[src/rtl/arb_pkg.sv]
// Shared types for the four-requester decoder grant arbiter.
// State encoding, requester count and grant-index type live here so every block agrees.
package arb_pkg;

   typedef enum logic [0:0] {ARB_IDLE, ARB_GRANT} arb_state_t;

   localparam int NUM_REQ = 4;

   typedef logic [1:0] req_idx_t;

endpackage : arb_pkg

[src/rtl/Decoder_2_4.sv]
// 2-to-4 one-hot decoder with a force-zero input.
// When Reset_In is high every decoded output is held low.
module Decoder_2_4 (
   input  logic       Reset_In,
   input  logic [1:0] Encoded_Value_In,
   output logic [3:0] Decoded_Value_Out
);

   always_comb begin
      // NOTE: assign a default before any branch so no latch is inferred.
      Decoded_Value_Out = '0;
      if (!Reset_In) begin
         Decoded_Value_Out[Encoded_Value_In] = 1'b1;
      end
   end

endmodule : Decoder_2_4

[src/rtl/decoder_grant_arbiter_4.sv]
// Round-robin arbiter for four requesters with a bounded grant hold time.
// The registered grant index is decoded to one-hot strobes by Decoder_2_4.
module decoder_grant_arbiter_4
   import arb_pkg::*;
#(
   parameter int MAX_HOLD_CYCLES = 16,
   parameter int HOLD_CNT_W      = (MAX_HOLD_CYCLES > 0) ? $clog2(MAX_HOLD_CYCLES + 1) : 1
) (
   input  logic               Clock_In,
   input  logic               Reset_In,
   input  logic [NUM_REQ-1:0] Request_In,
   input  logic               Done_In,
   output logic               Grant_Valid_Out,
   output logic [1:0]         Grant_Index_Out,
   output logic               Grant_0_Out,
   output logic               Grant_1_Out,
   output logic               Grant_2_Out,
   output logic               Grant_3_Out,
   output logic               Timeout_Out
);

   localparam logic [HOLD_CNT_W-1:0] HOLD_LAST =
      HOLD_CNT_W'((MAX_HOLD_CYCLES > 0) ? MAX_HOLD_CYCLES - 1 : 0);

   arb_state_t             r_state;
   req_idx_t               r_idx;
   req_idx_t               r_ptr;
   logic [HOLD_CNT_W-1:0]  r_hold_cnt;
   logic                   r_timeout;

   arb_state_t             w_state_nxt;
   req_idx_t               w_idx_nxt;
   req_idx_t               w_ptr_nxt;
   logic [HOLD_CNT_W-1:0]  w_hold_cnt_nxt;
   logic                   w_timeout_nxt;
   logic                   w_hold_expired;
   logic                   w_release_normal;
   logic [NUM_REQ-1:0]     w_grant_onehot;

   // First set request bit scanning upward from ptr, wrapping 3 -> 0.
   function automatic req_idx_t rr_pick(input logic [NUM_REQ-1:0] req, input req_idx_t ptr);
      req_idx_t pick;
      req_idx_t cand;
      logic     found;
      pick  = ptr;
      found = 1'b0;
      for (int i = 0; i < NUM_REQ; i++) begin
         cand = ptr + req_idx_t'(i);
         if (!found && req[cand]) begin
            pick  = cand;
            found = 1'b1;
         end
      end
      return pick;
   endfunction

   assign w_hold_expired   = (MAX_HOLD_CYCLES != 0) && (r_hold_cnt == HOLD_LAST);
   assign w_release_normal = Done_In || !Request_In[r_idx];

   always_comb begin
      w_state_nxt    = r_state;
      w_idx_nxt      = r_idx;
      w_ptr_nxt      = r_ptr;
      w_hold_cnt_nxt = r_hold_cnt;
      w_timeout_nxt  = 1'b0;
      case (r_state)
         ARB_IDLE: begin
            if (|Request_In) begin
               w_idx_nxt      = rr_pick(Request_In, r_ptr);
               w_state_nxt    = ARB_GRANT;
               w_hold_cnt_nxt = '0;
            end
         end
         ARB_GRANT: begin
            if (w_release_normal || w_hold_expired) begin
               w_state_nxt   = ARB_IDLE;
               w_ptr_nxt     = r_idx + req_idx_t'(1);
               // A coincident Done or withdrawal makes the release a normal one.
               w_timeout_nxt = w_hold_expired && !w_release_normal;
            end else begin
               w_hold_cnt_nxt = r_hold_cnt + HOLD_CNT_W'(1);
            end
         end
      endcase
   end

   always_ff @(posedge Clock_In) begin
      // NOTE: sequential state uses non-blocking assignments only.
      if (Reset_In) begin
         r_state    <= ARB_IDLE;
         r_idx      <= '0;
         r_ptr      <= '0;
         r_hold_cnt <= '0;
         r_timeout  <= 1'b0;
      end else begin
         r_state    <= w_state_nxt;
         r_idx      <= w_idx_nxt;
         r_ptr      <= w_ptr_nxt;
         r_hold_cnt <= w_hold_cnt_nxt;
         r_timeout  <= w_timeout_nxt;
      end
   end

   assign Grant_Valid_Out = (r_state == ARB_GRANT);
   assign Grant_Index_Out = Grant_Valid_Out ? r_idx : 2'd0;
   assign Timeout_Out     = r_timeout;

   Decoder_2_4 u_decoder (
      .Reset_In          (!Grant_Valid_Out),
      .Encoded_Value_In  (Grant_Index_Out),
      .Decoded_Value_Out (w_grant_onehot)
   );

   assign Grant_0_Out = w_grant_onehot[0];
   assign Grant_1_Out = w_grant_onehot[1];
   assign Grant_2_Out = w_grant_onehot[2];
   assign Grant_3_Out = w_grant_onehot[3];

endmodule : decoder_grant_arbiter_4

[config.mk]
export PLATFORM = sky130hd
export DESIGN_NAME = decoder_grant_arbiter_4
export DESIGN_NICKNAME = d
export VERILOG_FILES = /design/src/rtl/arb_pkg.sv /design/src/rtl/Decoder_2_4.sv /design/src/rtl/decoder_grant_arbiter_4.sv
export SDC_FILE = /design/constraint.sdc
export NUM_CORES = 1
export LEC_CHECK = 0
export ABC_CLOCK_PERIOD_IN_PS = 2200
export CAP_MARGIN = 20
export CORE_MARGIN = 5
export CORE_UTILIZATION = 45
export DETAILED_ROUTE_END_ITERATION = 12
export PLACE_DENSITY = 0.76
export SETUP_SLACK_MARGIN = 0.2
export SLEW_MARGIN = 10
export SYNTH_ARGS = -nofsm -noshare
export SYNTH_HDL_FRONTEND = slang
export SYNTH_SLANG_ARGS = --single-unit
export TNS_END_PERCENT = 100
[constraint.sdc]
create_clock -name Clock_In -period 2.2 [get_ports Clock_In]
set_input_delay 0.22 -clock Clock_In [delete_from_list [all_inputs] [get_ports Clock_In]]
set_output_delay 0.22 -clock Clock_In [all_outputs]
set_load 0.02 [all_outputs]
Word-level counts from Yosys, hierarchy flattened
Cells that the tools add are included.
- flip-flop bits (word level): 11
- bits in latches: 0
- bits in writable memories: 0
- bits in read-only memories: 0
- input port bits: 7
- output and inout bits: 8
- logic and storage cells: 71
- memories: 0
- add/subtract/negate cells: 5
- multipliers: 0
- divide/modulo/power cells: 0
- $lt $le $gt $ge: 7
- equal/unequal tests: 3
- shift-type cells: 0
- muxes and demuxes: 32
- bitwise operators: 2
- reduce and logical (&&, ||, !) cells: 17
- operators with widths (operator ; count):
    2-bit by 3-bit less-than comparator with 1-bit output, second input constant ; 6
    1-bit 2-to-1 mux ; 17
    1-bit binary-select mux with 2-bit select ; 5
    5-bit 2-to-1 mux ; 2
    5-bit one-hot mux with 2 select lines ; 1
    2-bit 2-to-1 mux ; 4
    2-bit AND reduction ; 3
    5-bit by 1-bit adder with 5-bit output, second input constant ; 1
    5-bit by 4-bit equality test with 1-bit output, second input constant ; 1
    1-bit logical AND ; 5
    1-bit zero test ; 5
    2-bit by 1-bit adder with 2-bit output, second input constant ; 2
    2-bit adder, second input constant ; 2
    4-bit 2-to-1 mux ; 1
    2-bit != test, second input constant ; 2
    4-bit OR reduction ; 1
    3-bit OR reduction ; 1
    1-bit demux with 2-bit select ; 1
    2-bit by 1-bit >= comparator with 1-bit output, second input constant ; 1
    1-bit logical OR ; 2
    1-bit NOT ; 2
    1-bit one-hot mux with 2 select lines ; 1

Logic depth before layout (Yosys ltp)
- depth after elaboration: 18
- gate-level depth with buffers: 8
- depth with buffers taken out: 7

Hierarchy
Synthesis repeated with hierarchy kept, for this count alone.
- cells, all modules: 84
- area total of the unflattened synthesis: 700.7 sq um
- by module, submodules not included (module ; instances ; cells each ; area each (sq um) ; seq. area each (sq um)):
    decoder_grant_arbiter_4 ; 1 ; 80 ; 670.6 ; 220.2
    Decoder_2_4 ; 1 ; 4 ; 30.0 ; 0.0

Worst setup path after synthesis
Ideal clock, no wire load.
- path type: register to register
- start point: register r_hold_cnt[0]
- end point: register r_ptr[0]
- setup time: 127 ps
- arrival time: 1740 ps
- required time: 2073 ps
- setup slack: 333 ps
- stages on the path, launching flop included: 8
- path buffers: 0
- clock period less this slack: 1867 ps
- cell sequence: dfxtp_1 > ha_1 > and3_1 > ha_1 > or3b_1 > o221ai_2 > mux2i_1 > nor2_1
- cells in the longest elaborated chain, start to end: 3
- RTL lines (element ; RTL line ; source):
    start: declaration ; decoder_grant_arbiter_4.sv:28 ; logic [HOLD_CNT_W-1:0] r_hold_cnt;
    start signal: assignment ; decoder_grant_arbiter_4.sv:99 ; r_hold_cnt <= w_hold_cnt_nxt;
    5-bit by 4-bit equality test with 1-bit output ; decoder_grant_arbiter_4.sv:57 ; assign w_hold_expired = (MAX_HOLD_CYCLES != 0) && (r_hold_cnt == HOLD_LAST);
    1-bit logical OR ; decoder_grant_arbiter_4.sv:75 ; if (w_release_normal || w_hold_expired) begin
    2-bit AND reduction (no source line) ; -- ;
    end signal: assignment ; decoder_grant_arbiter_4.sv:98 ; r_ptr <= w_ptr_nxt;
    end: declaration ; decoder_grant_arbiter_4.sv:27 ; req_idx_t r_ptr;
No other way between the ends.
A chain may end at the register's enable or synchronous reset.

Worst setup path after layout
- start point: register r_idx[1]
- end point: output Grant_3_Out
- cells in the longest elaborated chain, start to end: 6
- elaborated cells on any way between the ends: 7
- classes of those cells: 2 x order compare; 4 x mux; 1 x reduce/logical
- RTL lines (element ; RTL line ; source):
    start: declaration ; decoder_grant_arbiter_4.sv:26 ; req_idx_t r_idx;
    start signal: assignment ; decoder_grant_arbiter_4.sv:97 ; r_idx <= w_idx_nxt;
    2-bit 2-to-1 mux * ; decoder_grant_arbiter_4.sv:105 ; assign Grant_Index_Out = Grant_Valid_Out ? r_idx : 2'd0;
    2-bit by 3-bit less-than comparator with 1-bit output (implied by the code) or 2-bit by 1-bit >= comparator with 1-bit output (tied branches) ; Decoder_2_4.sv:13 ; Decoded_Value_Out[Encoded_Value_In] = 1'b1;
    1-bit logical AND (implied by the code) ; Decoder_2_4.sv:13 ;
    1-bit 2-to-1 mux (implied by the code) ; Decoder_2_4.sv:13 ;
    1-bit demux with 2-bit select * ; -- ;
    4-bit 2-to-1 mux * ; Decoder_2_4.sv:12 ; if (!Reset_In) begin
    end: declaration ; decoder_grant_arbiter_4.sv:18 ; output logic Grant_3_Out,
Mark *: on every way between the ends. The rest lies on a longest branch, timed or not.

==> impl_results.md <==
- PD cells: 499 mW/mm2
- CTS root buf: clkbuf_4
- Unrepaired setup endpoints after global routing: no
- Sink Count: 11
- Crit start category: register
- Fillcell total: 118
- Hold crit path type: reg -> reg
- CP max stage cell: clkdlybuf4s50_1
- Maximum vdd drop: 0.500 mV
- # DRC: 0
- Max_cap viols: 0
- Crit-path leading delay family: buffers and inverters
- Critical Path AT: 1.69 ns
- DP HPWL: 1.14 mm
- Final wirelength: 1.55 mm
- Initial antenna violation count: 0
- Die area: 0.00251 mm2
- Clock transition at path regs: 0.07 ns
- Setup TNS: 0 ns
- Clock Latency Late Sink: 0.27 ns
- Via count: 670
- Largest net degree at the start of global routing: 13
- DRT antenna net count: 0
- Post-synthesis net count: 97
- Fmax: 0.524 GHz
- Placer Congestion: 0.770
- Leak: 0.353 nW
- Fraction of layout cells with a size suffix above 1: 20.4%
- TritonCTS Buffers: 3
- Overall die height: 50.1 um
- Post-synthesis cell area: 723 um2
- First-pass GRT wire length: 2.66 mm
- Die X-Extent: 50.1 um
- Post-synth cell types: 35
- Initial core utilization: 47.5%
- Area share of the largest cell type after synthesis: 30.4%
- Ys async rst share: 0%
- Synth Warn #: 0
- Number of synthesized flops with an enable pin: 0
- Area contributors post-synth: dfxtp_1 30%, a21oi_1 6.9%, mux2i_1 5.5%
- Synth area leader: dfxtp_1
- Most frequent cells in the layout: 14 x clkdlybuf4s50_1, 10 x nor2_1, 10 x a21oi_1
- Cells after synthesis: 88
- Crit path buffers/inverters: 1
- Register area share after synthesis: 30.4%
- Drt pass-1 iters: 4
- Vias in the first global route: 608
- Slowest stage delay, CP: 0.61 ns
- Total GRT Usage: 13.5%
- Multi-input gate area: 524 um2
- I/O Buffers: 14
- Worst path cell trace: nand2_1, nor2_1, clkdlybuf4s50_1
- Dominant synthesized flop cell: dfxtp_1
- # Post-CTS Setup Buffers: 0
- Final-report max-slew violation count: 0
- Diodes inserted: 0
- GRT overflow: 0
- Core Region: 0.00152 mm2
- Endpoints failing hold: 0
- Area Growth Syn to Fin: 34.9%
- Outcome: complete, no violations
- Period utilization: 86.7%
- CTS Hold Bufs: 0
- Normalized max-slew margin: 74.6%
- Num ports: 15
- Setup violators final: 0
- Post-synthesis register bit count: 11
- Kind of critical path: reg -> out
- FF/Latch Area: 224 um2
- Via-to-Cell Ratio: 5.63
- Slew @ Worst Pin: 0.373 ns
- Initial DRC Count: 18
- Crit path time final: 1.91 ns
- CP Capture Type: output pin
- Most common cell after layout, fill and taps aside: clkdlybuf4s50_1
- Clock Skews: 0.00560 ns
- Worst Path Max Fanout: 8
- WP data required: 1.98 ns
- Final #Nets: 113
- Row cnt: 14
- Hold Worst Slack: 0.488 ns
- Syn Area/Cell: 8.22 um2
- CTS tree: built
- Htree depth: 1
- Clock buffer depth: 2
- Wire per inst: 13.0 um
[metrics by stage]
step	total power [mW]	utilization, %	area, um2	instances	worst slack (ns)
final	0.487	64.0	976	119	0.292
after global routing	0.516	64.0	976	119	0.208
after CTS	0.485	61.7	940	119	0.168
after detailed placement	0.335	57.1	870	115	0.0866
after global placement	0.333	57.1	870	115	0.160
after floorplan	0.297	-	723	88	0.333
[Yosys cell counts, types with 2 or more instances]
master,n
clkbuf_1,2
inv_1,3
inv_2,2
mux2i_1,4
nor3b_1,2
nand2_1,4
a21o_1,3
a21oi_1,10
nor2_1,10
and2_1,2
buf_2,2
nand3_1,7
ha_1,2
or2_1,4
dfxtp_1,11
[layout make-up]
| cell class | count | area share [%] |
|---|---|---|
| inverter | 5 | 1.92 |
| timing repair buffer | 17 | 16.7 |
| multi-input combinational | 66 | 53.7 |
| sequential | 11 | 22.9 |
| clock buffer | 4 | 2.69 |
| tap | 16 | 2.05 |
[flip-flops by register name (all words and copies together) (netlist names)]
name	count
r_hold_cnt	5
Grant_Valid_Out	1
r_ptr	2
r_idx	2
Timeout_Out	1
[power by group]
| part | total, mW | switching (mW) | internal [mW] |
|---|---|---|---|
| combinational | 0.118 | 0.0559 | 0.0621 |
| sequential | 0.230 | 0.0213 | 0.209 |
| clock | 0.139 | 0.0692 | 0.0702 |
[final timing paths]
path	from	end	slack, ns	cells past startpoint
setup / recovery	r_idx[1]$_SDFFE_PP0P_	Grant_3_Out	0.29	3
hold / removal	r_hold_cnt[4]$_SDFFE_PP0P_	r_hold_cnt[4]$_SDFFE_PP0P_	0.49	2
setup reg to reg	r_hold_cnt[0]$_SDFFE_PP0P_	r_hold_cnt[2]$_SDFFE_PP0P_	0.30	7
hold reg to reg	r_hold_cnt[4]$_SDFFE_PP0P_	r_hold_cnt[4]$_SDFFE_PP0P_	0.49	2
[metal layers]
metal / vias up / share of wire [%] / routed length, um / track usage [%]
li1: 342 / - / - / -
met4: 0 / 2.1 / 32 / 6.55
met5: - / 0 / 0 / 0
met2: 13 / 46 / 715 / 20.7
met1: 311 / 47 / 722 / 16.8
met3: 4 / 5.3 / 82 / 3.92
[kinds of logic after synthesis]
logic type               after synthesis  share of synthesized area [%]
AND/OR/NAND/NOR                       39                           31.3
XOR/XNOR                               1                           1.21
flip-flops                            11                           30.4
AO/OA/AOI/OAI                         18                           16.4
buffers and inverters                 11                           7.61
adder cells (fa/ha/maj)                2                           3.46
multiplexers                           6                           9.51
[worst min-delay path: cells and delay by family (launching register included)]
| kind | cells | cell delay, ns |
|---|---|---|
| DFF | 1 | 0.31 |
| AOI/OAI and AO/OA | 1 | 0.06 |
| and+or+nand+nor | 1 | 0.07 |
[timing repair]
action                                  CTS  global route
hold endpoints to repair                  0             0
resized for setup                         5             8
endpoints found under the setup margin    5             8
cloned                                    0             0
pin swaps                                 1             1
No activity file was read; power rests on OpenSTA's default activity.
